### config.mk
export PLATFORM = sky130hd
export DESIGN_NAME = hd44780_responder_flat
export DESIGN_NICKNAME = d
export VERILOG_FILES = /design/src/rtl/hd44780_pkg.sv /design/src/rtl/hd44780_responder_if.sv /design/src/rtl/hd44780_ddram.sv /design/src/rtl/hd44780_responder.sv /design/src/flat_wrapper.sv
export SDC_FILE = /design/constraint.sdc
export NUM_CORES = 1
export LEC_CHECK = 0
export CORE_UTILIZATION = 39
export CTS_CLUSTER_SIZE = 8
export DETAILED_ROUTE_END_ITERATION = 8
export PLACE_DENSITY = 0.59
export SLEW_MARGIN = 10
export SYNTH_ARGS = -nofsm -noshare
export SYNTH_HDL_FRONTEND = slang
export SYNTH_SLANG_ARGS = --single-unit
### constraint.sdc
create_clock -name clk -period 4.53 [get_ports clk]
set_input_delay 0.906 -clock clk [delete_from_list [all_inputs] [get_ports clk]]
set_output_delay 0.906 -clock clk [all_outputs]
set_load 0.01 [all_outputs]
### src/rtl/hd44780_pkg.sv
// Shared types, constants and address helpers for the HD44780 responder.
// The address helpers encode the one-line/two-line DDRAM layout.
package hd44780_pkg;

    typedef enum logic [1:0] {
        IDLE,
        EXEC,
        CLEAR
    } state_t;

    typedef enum logic [3:0] {
        I_NOP,
        I_CLEAR,
        I_HOME,
        I_ENTRY,
        I_DISP,
        I_SHIFT,
        I_FUNC,
        I_CGRAM,
        I_DDRAM
    } instr_t;

    localparam logic [7:0] SPACE       = 8'h20;
    localparam logic [6:0] LINE0_BASE  = 7'h00;
    localparam logic [6:0] LINE1_BASE  = 7'h40;
    localparam int         LINE_LEN    = 40;
    localparam int         DDRAM_DEPTH = 80;

    function automatic logic [6:0] idx(input logic [6:0] ac,
                                       input logic       two);
        if (two)
            return (ac[6] ? 7'(LINE_LEN) : 7'd0) + {1'b0, ac[5:0]};
        return ac;
    endfunction

    function automatic logic ac_valid(input logic [6:0] ac,
                                      input logic       two);
        if (two)
            return {1'b0, ac[5:0]} < 7'(LINE_LEN);
        return ac < 7'(DDRAM_DEPTH);
    endfunction

    // Out-of-range addresses snap back to the start of DDRAM.
    function automatic logic [6:0] ac_step(input logic [6:0] ac,
                                           input logic       two,
                                           input logic       inc);
        if (!ac_valid(ac, two))
            return LINE0_BASE;
        if (two) begin
            if (inc) begin
                if (ac == LINE0_BASE + 7'(LINE_LEN - 1))
                    return LINE1_BASE;
                if (ac == LINE1_BASE + 7'(LINE_LEN - 1))
                    return LINE0_BASE;
                return ac + 7'd1;
            end
            if (ac == LINE1_BASE)
                return LINE0_BASE + 7'(LINE_LEN - 1);
            if (ac == LINE0_BASE)
                return LINE1_BASE + 7'(LINE_LEN - 1);
            return ac - 7'd1;
        end
        if (inc)
            return (ac == 7'(DDRAM_DEPTH - 1)) ? LINE0_BASE : ac + 7'd1;
        return (ac == LINE0_BASE) ? 7'(DDRAM_DEPTH - 1) : ac - 7'd1;
    endfunction

    function automatic instr_t classify(input logic [7:0] d);
        priority case (1'b1)
            d[7]:    return I_DDRAM;
            d[6]:    return I_CGRAM;
            d[5]:    return I_FUNC;
            d[4]:    return I_SHIFT;
            d[3]:    return I_DISP;
            d[2]:    return I_ENTRY;
            d[1]:    return I_HOME;
            d[0]:    return I_CLEAR;
            default: return I_NOP;
        endcase
    endfunction

endpackage

### src/rtl/hd44780_responder_if.sv
// LCD master bus: the 1602 write/read strobe interface.
// The master drives rs/rw/en/din; the display answers on dout/doe.
interface hd44780_responder_if;
    logic       lcd_rs;
    logic       lcd_rw;
    logic       lcd_en;
    logic [7:0] lcd_din;
    logic [7:0] lcd_dout;
    logic       lcd_doe;

    modport master (
        output lcd_rs, lcd_rw, lcd_en, lcd_din,
        input  lcd_dout, lcd_doe
    );

    modport slave (
        input  lcd_rs, lcd_rw, lcd_en, lcd_din,
        output lcd_dout, lcd_doe
    );
endinterface

### src/rtl/hd44780_ddram.sv
// 80x8 display RAM: one write/async-read port for the bus side and a
// registered read port for a scanner; same-cycle collisions return old data.
module hd44780_ddram
    import hd44780_pkg::*;
(
    input  logic       clk,
    input  logic       rst,
    input  logic       we,
    input  logic [6:0] waddr,
    input  logic [7:0] wdata,
    input  logic [6:0] baddr,
    output logic [7:0] bdata,
    input  logic [6:0] rd_addr,
    output logic [7:0] rd_data
);
    logic [7:0] mem [DDRAM_DEPTH];

    always_ff @(posedge clk) begin
        if (we && waddr < 7'(DDRAM_DEPTH))
            mem[waddr] <= wdata;
    end

    assign bdata = (baddr < 7'(DDRAM_DEPTH)) ? mem[baddr] : SPACE;

    always_ff @(posedge clk or posedge rst) begin
        if (rst)
            rd_data <= '0;
        else if (rd_addr < 7'(DDRAM_DEPTH))
            rd_data <= mem[rd_addr];
        else
            rd_data <= SPACE;
    end
endmodule

### src/rtl/hd44780_responder.sv
// HD44780-compatible display side: synchronizes the LCD bus, decodes the
// instruction set, keeps DDRAM, address counter and busy flag.
module hd44780_responder
    import hd44780_pkg::*;
#(
    parameter int BUSY_CYC  = 1850,
    parameter int CLEAR_CYC = 76000
) (
    input  logic                      clk,
    input  logic                      rst,
    hd44780_responder_if.slave        bus,
    input  logic [6:0]                rd_addr,
    output logic [7:0]                rd_data,
    output logic                      disp_on,
    output logic                      cursor_on,
    output logic                      blink_on,
    output logic                      two_line,
    output logic                      busy,
    output logic                      overrun
);
    logic       en_s1, en_s2, en_d;
    logic       rs_s1, rs_s2, rs_d;
    logic       rw_s1, rw_s2, rw_d;
    logic [7:0] din_s1, din_s2, din_d;

    always_ff @(posedge clk or posedge rst) begin
        if (rst) begin
            {en_s1, en_s2, en_d} <= '0;
            {rs_s1, rs_s2, rs_d} <= '0;
            {rw_s1, rw_s2, rw_d} <= '0;
            din_s1 <= '0;
            din_s2 <= '0;
            din_d  <= '0;
        end else begin
            en_s1  <= bus.lcd_en;
            en_s2  <= en_s1;
            en_d   <= en_s2;
            rs_s1  <= bus.lcd_rs;
            rs_s2  <= rs_s1;
            rs_d   <= rs_s2;
            rw_s1  <= bus.lcd_rw;
            rw_s2  <= rw_s1;
            rw_d   <= rw_s2;
            din_s1 <= bus.lcd_din;
            din_s2 <= din_s1;
            din_d  <= din_s2;
        end
    end

    logic rise, fall, wr, rd;
    assign rise = en_s2 & ~en_d;
    assign fall = ~en_s2 & en_d;
    assign wr   = fall & ~rw_d;
    assign rd   = fall & rw_d;

    state_t      state, state_n;
    logic [31:0] cnt, cnt_n;
    logic [6:0]  fill, fill_n;
    logic [6:0]  ac, ac_n;
    logic        id, id_n, cg, cg_n;
    logic        two_n, disp_n, cur_n, blink_n, ovr_n;
    logic        go_exec, go_long, go_clear;
    logic        bus_we, fill_we, we;
    logic [6:0]  waddr, bidx;
    logic [7:0]  wdata, bdata, rd_val;
    logic        in_rng;
    instr_t      cls;

    assign busy   = (state != IDLE);
    assign bidx   = idx(ac, two_line);
    assign in_rng = ac_valid(ac, two_line);
    assign cls    = classify(din_d);
    assign rd_val = in_rng ? bdata : SPACE;

    assign we    = fill_we | bus_we;
    assign waddr = fill_we ? fill : bidx;
    assign wdata = fill_we ? SPACE : din_d;

    hd44780_ddram u_ram (
        .clk     (clk),
        .rst     (rst),
        .we      (we),
        .waddr   (waddr),
        .wdata   (wdata),
        .baddr   (bidx),
        .bdata   (bdata),
        .rd_addr (rd_addr),
        .rd_data (rd_data)
    );

    always_comb begin
        ac_n     = ac;
        id_n     = id;
        cg_n     = cg;
        ovr_n    = overrun;
        two_n    = two_line;
        disp_n   = disp_on;
        cur_n    = cursor_on;
        blink_n  = blink_on;
        bus_we   = 1'b0;
        go_exec  = 1'b0;
        go_long  = 1'b0;
        go_clear = 1'b0;
        if (wr && busy) begin
            ovr_n = 1'b1;
        end else if (wr && rs_d) begin
            go_exec = 1'b1;
            // CGRAM-mode data has nowhere to go
            if (!cg) begin
                bus_we = in_rng;
                ac_n   = ac_step(ac, two_line, id);
            end
        end else if (wr) begin
            unique case (cls)
                I_NOP: ;
                I_CLEAR: begin
                    go_clear = 1'b1;
                    ac_n     = LINE0_BASE;
                    id_n     = 1'b1;
                end
                I_HOME: begin
                    go_long = 1'b1;
                    ac_n    = LINE0_BASE;
                end
                I_ENTRY: begin
                    go_exec = 1'b1;
                    id_n    = din_d[1];
                end
                I_DISP: begin
                    go_exec = 1'b1;
                    disp_n  = din_d[2];
                    cur_n   = din_d[1];
                    blink_n = din_d[0];
                end
                I_SHIFT: begin
                    go_exec = 1'b1;
                    if (!din_d[3])
                        ac_n = ac_step(ac, two_line, din_d[2]);
                end
                I_FUNC: begin
                    go_exec = 1'b1;
                    two_n   = din_d[3];
                end
                I_CGRAM: begin
                    go_exec = 1'b1;
                    cg_n    = 1'b1;
                end
                I_DDRAM: begin
                    go_exec = 1'b1;
                    cg_n    = 1'b0;
                    ac_n    = din_d[6:0];
                end
                default: ;
            endcase
        end else if (rd && rs_d) begin
            go_exec = 1'b1;
            ac_n    = ac_step(ac, two_line, id);
        end
    end

    always_comb begin
        state_n = state;
        cnt_n   = cnt;
        fill_n  = fill;
        fill_we = 1'b0;
        unique case (state)
            IDLE: begin
                if (go_clear) begin
                    state_n = CLEAR;
                    cnt_n   = 32'(CLEAR_CYC);
                    fill_n  = '0;
                end else if (go_long) begin
                    state_n = EXEC;
                    cnt_n   = 32'(CLEAR_CYC);
                end else if (go_exec) begin
                    state_n = EXEC;
                    cnt_n   = 32'(BUSY_CYC);
                end
            end
            EXEC: begin
                cnt_n = cnt - 32'd1;
                if (cnt <= 32'd1)
                    state_n = IDLE;
            end
            CLEAR: begin
                cnt_n = cnt - 32'd1;
                if (fill < 7'(DDRAM_DEPTH)) begin
                    fill_we = 1'b1;
                    fill_n  = fill + 7'd1;
                end
                if (cnt <= 32'd1)
                    state_n = IDLE;
            end
            default: state_n = IDLE;
        endcase
    end

    // Reset lands in CLEAR so the power-on fill runs without a command.
    always_ff @(posedge clk or posedge rst) begin
        if (rst) begin
            state     <= CLEAR;
            cnt       <= 32'(CLEAR_CYC);
            fill      <= '0;
            ac        <= LINE0_BASE;
            id        <= 1'b1;
            cg        <= 1'b0;
            two_line  <= 1'b0;
            disp_on   <= 1'b0;
            cursor_on <= 1'b0;
            blink_on  <= 1'b0;
            overrun   <= 1'b0;
        end else begin
            state     <= state_n;
            cnt       <= cnt_n;
            fill      <= fill_n;
            ac        <= ac_n;
            id        <= id_n;
            cg        <= cg_n;
            two_line  <= two_n;
            disp_on   <= disp_n;
            cursor_on <= cur_n;
            blink_on  <= blink_n;
            overrun   <= ovr_n;
        end
    end

    logic       doe_q, rd_rs;
    logic [7:0] dout_q;

    assign bus.lcd_doe  = doe_q;
    assign bus.lcd_dout = dout_q;

    always_ff @(posedge clk or posedge rst) begin
        if (rst) begin
            doe_q  <= 1'b0;
            dout_q <= '0;
            rd_rs  <= 1'b0;
        end else if (rise) begin
            doe_q  <= rw_s2;
            rd_rs  <= rs_s2;
            dout_q <= rs_s2 ? rd_val : {busy, ac};
        end else if (fall) begin
            doe_q <= 1'b0;
        end else if (doe_q) begin
            dout_q <= rd_rs ? rd_val : {busy, ac};
        end
    end
endmodule

### src/flat_wrapper.sv
// flat-port wrapper written by rule: the top's interface ports become plain ports
module hd44780_responder_flat import hd44780_pkg::*;
#(
    parameter int BUSY_CYC  = 1850,
    parameter int CLEAR_CYC = 76000
)
  (clk, rst, rd_addr, rd_data, disp_on, cursor_on, blink_on, two_line, busy, overrun, bus_lcd_rs, bus_lcd_rw, bus_lcd_en, bus_lcd_din, bus_lcd_dout, bus_lcd_doe);
  hd44780_responder_if bus_i ();
  input  logic clk;
  input  logic rst;
  input  logic [6:0] rd_addr;
  output logic [7:0] rd_data;
  output logic disp_on;
  output logic cursor_on;
  output logic blink_on;
  output logic two_line;
  output logic busy;
  output logic overrun;
  input wire logic [$bits(bus_i.lcd_rs)-1:0] bus_lcd_rs;
  input wire logic [$bits(bus_i.lcd_rw)-1:0] bus_lcd_rw;
  input wire logic [$bits(bus_i.lcd_en)-1:0] bus_lcd_en;
  input wire logic [$bits(bus_i.lcd_din)-1:0] bus_lcd_din;
  output wire logic [$bits(bus_i.lcd_dout)-1:0] bus_lcd_dout;
  output wire logic [$bits(bus_i.lcd_doe)-1:0] bus_lcd_doe;
  assign bus_i.lcd_rs = bus_lcd_rs;
  assign bus_i.lcd_rw = bus_lcd_rw;
  assign bus_i.lcd_en = bus_lcd_en;
  assign bus_i.lcd_din = bus_lcd_din;
  assign bus_lcd_dout = bus_i.lcd_dout;
  assign bus_lcd_doe = bus_i.lcd_doe;
  hd44780_responder #(.BUSY_CYC(BUSY_CYC), .CLEAR_CYC(CLEAR_CYC)) u_core (.clk(clk), .rst(rst), .bus(bus_i), .rd_addr(rd_addr), .rd_data(rd_data), .disp_on(disp_on), .cursor_on(cursor_on), .blink_on(blink_on), .two_line(two_line), .busy(busy), .overrun(overrun));
endmodule
==> out/metrics.yaml <==
power.leakage_uw: 0.0133
final_max_slew_viol_count: 0
fp-row-count: 110
total_power_uw: 21500
fin_skew_ns: 0.0307
nFillCells: 7587
fp.dieW_um: 303
clock_latency_ns: 0.66
use_met3_pct: 5.79
netlist_area_um2: 35300
intPower_uw: 14500
dp_slack_ns: 0.629
grt_pass1_wl_mm: 157
yosysUniqueCellTypes: 79
portBuffers: 42
drt_wl_total_mm: 108
seqCellArea_um2: 21900
dp.cells: 3263
grt_pass1_vias: 21800
multi_input_area_um2: 12800
synth_fp_nets: 2109
fin_tns_setup_ns: 0
period_share_pct: 89.9
cts.path.max_buffers: 3
path_class: "flip-flop to flip-flop"
cts_resized: 0
reg2reg_depth: 9
clkPwrFrac_pct: 33.6
relSlewSlack_pct: 14.6
postLayoutCoreUtil_pct: 45.3
wire_per_inst_um: 31.3
setup_ws_ns: 0.457
viasPerCell: 6.34
seq_area_frac_synth_pct: 61.9
clock_sinks: 746
ir_drop_mv: 0.465
dieArea_um2: 91800
status: "finished, final reports clean"
clk_pin_slew_ns: 0.05
fin_crit_ns: 4.07
drive_gt1_share_pct: 27.5
antenna_found_initial: 3
rsz0062_at_grt: "false"
grt.total_usage_pct: 23.7
drv_cap: 0
die-height_um: 303
start_util_pct: 39.3
cp_max_fo: 9
htree_levels: 3
grtUsageMet1_pct: 32.7
hold_buffers: 0
final_cell_count_no_fill: 3437
drc: 0
required_ns: 4.78
pwr-share-comb_pct: 29.0
yosys_warnings: 0
switching_power_uw: 6930
cts_root_buffer: "clkbuf_16"
p_seq_share_pct: 37.4
ant_nets: 0
ys_async_sr_fraction_pct: 14.2
grt-ovfl-total: 0
final-setup-viol-count: 0
drt-initial-drc-count: 2870
ys.flop_type: "edfxtp_1"
swShare_pct: 32.3
avgSynthCellArea_um2: 17.0
grt.busiest_layer: "met2"
met2_usage_pct: 36.6
core_area_um2: 89900
cts_inserted_buffers: 103
tightest_slew_ns: 1.28
post_cts_buffers: 0
ys_ff_latch: 746
vias: 21800
dr.pass1.iters: 7
hpwl_mm: 72.4
io_pins: 43
synth_edf_count: 640
cp-start-kind: "flip-flop"
critPathCaptureType: "flip-flop"
gp_congestion: 0.942
syn_inst: 2074
grt_start_max_net_pins: 84
area_growth_pct: 15.3
diodes: 0
final_nets: 2227
powerDensity_nw_per_um2: 527
hold_viol_final: 0
hold_path_depth: 0
hp-class: "flip-flop to flip-flop"
cts_tree: "done"
fmax_ghz: 0.246
critPathArrivalTime_ns: 4.33
## power by group through the flow
stage          Combinational (uW)  Clock (uW)  Sequential [uW]
2_1_floorplan                4120           0             7890
3_3_place_gp                 6100           0             8140
3_5_place_dp                 6120           0             8140
4_1_cts                      6150        7320             8020
5_1_grt                      6490        7590             8050
6_report                     6210        7210             8030
## cells in the mapped netlist, drive strengths merged, types with 6 or more instances
library cell,number,share of area (%)
nor4,6,0.11
o22ai,8,0.14
edfxtp,640,54
a2111oi,6,0.15
inv,33,0.35
dfstp,8,0.59
a221oi,9,0.22
nor2,144,1.5
ha,15,0.53
o211ai,14,0.30
a21o,6,0.15
o21a,9,0.19
a21oi,57,0.81
o22a,7,0.17
or4,7,0.16
mux4,352,22
nor2b,10,0.18
nand3,23,0.33
a22oi,21,0.45
nand2b,7,0.12
and2,19,0.34
o31ai,8,0.17
a22o,6,0.15
nor3,21,0.30
a211oi,8,0.18
xnor2,7,0.17
o221ai,10,0.25
mux2i,57,1.6
a31oi,30,0.57
o41ai,6,0.20
clkbuf,75,0.80
nand2,152,1.6
or3,13,0.24
dfrtp,98,6.9
mux2,7,0.22
o21ai,55,0.78
buf,62,0.80
## path summary, 6_finish.rpt
path / slack (ns) / start / end
hold / removal: 0.33 / u_core.din_s1[5] / u_core.din_s2[5]
setup / recovery: 0.46 / u_core.ac[6] / u_core.u_ram.mem[12][6]
hold reg to reg: 0.33 / u_core.din_s1[5] / u_core.din_s2[5]
setup reg to reg: 0.46 / u_core.ac[6] / u_core.u_ram.mem[12][6]
min in group asynchronous: 0.80 / rst / u_core.en_s1
max in group asynchronous: 2.76 / rst / u_core.cnt[16]
## critical path: stages (launching register included)
cell and delay (ns):
dfrtp_1 0.49, buf_4 0.21, ha_1 0.31, xnor2_1 0.19, mux2i_1 0.47, nand2_1 0.31
o21ai_0 0.24, buf_4 0.15, nand2_1 0.36, nor2_1 0.93
## sequential cells by signal, indices dropped and copies added, names as in the netlist, 2 cells and up
register	count
u_core.state	2
u_core.din_s1	8
u_core.u_ram.rd_data	8
u_core.fill	7
u_core.bus.lcd_dout	8
u_core.din_d	8
u_core.din_s2	8
u_core.u_ram.mem	640
u_core.ac	7
u_core.cnt	32
## placed cells by master (no fill, tap or decap), types with 8 or more instances in the layout
cell type,Yosys,routed
o221ai_1,10,10
dfrtp_1,98,95
a21oi_1,57,57
o211ai_1,14,14
inv_1,32,31
a31oi_1,29,29
or3_1,12,12
and2_1,19,13
nor2_1,144,143
buf_12,0,19
o21a_1,9,9
o22ai_1,8,8
clkbuf_16,0,105
nand3_1,23,23
nor2b_1,10,10
nand2_1,151,150
mux4_2,352,352
clkbuf_1,75,62
o21ai_0,51,51
buf_4,1,89
mux2i_1,57,56
a221oi_1,9,9
o31ai_1,8,8
ha_1,15,15
nor3_1,21,21
edfxtp_1,640,640
dfstp_2,8,8
a22oi_1,21,21
clkdlybuf4s50_1,0,38
## final cells by class
class	instances	share of cell area (%)
Inverter	34	0.319
Sequential cell	746	53.7
Timing Repair Buffer	150	3.60
Clock buffer	168	7.05
Tap cell	1176	3.61
Multi-Input combinational cell	1157	31.4
Clock inverter	6	0.270
## per-stage QoR
step | instance area (um^2) | hold WS [ns]
6_report | 40700 | 0.335
5_1_grt | 40700 | 0.337
4_1_cts | 40700 | 0.330
3_5_place_dp | 37800 | 0.335
3_3_place_gp | 37800 | 0.335
2_1_floorplan | 35300 | 0.331
## kinds of logic (layout without fill, tap and decap cells)
family	count (synthesis)	in the layout	share of synthesized area (%)
flip-flops	746	746	61.9
buffers and inverters	171	358	1.96
multiplexers	416	416	24.3
adder cells (fa/ha/maj)	15	15	0.531
AND/OR/NAND/NOR	426	426	5.43
XOR/XNOR	9	9	0.223
AO/OA/AOI/OAI	291	291	5.68
## metal layers
| metal | up-vias | wire length [um] |
|---|---|---|
| li1 | 8809 | - |
| met1 | 11500 | 43100 |
| met2 | 1255 | 50100 |
| met3 | 222 | 10200 |
| met4 | 6 | 4080 |
| met5 | - | 51 |
Note: power is estimated with default switching activity, not from simulation.
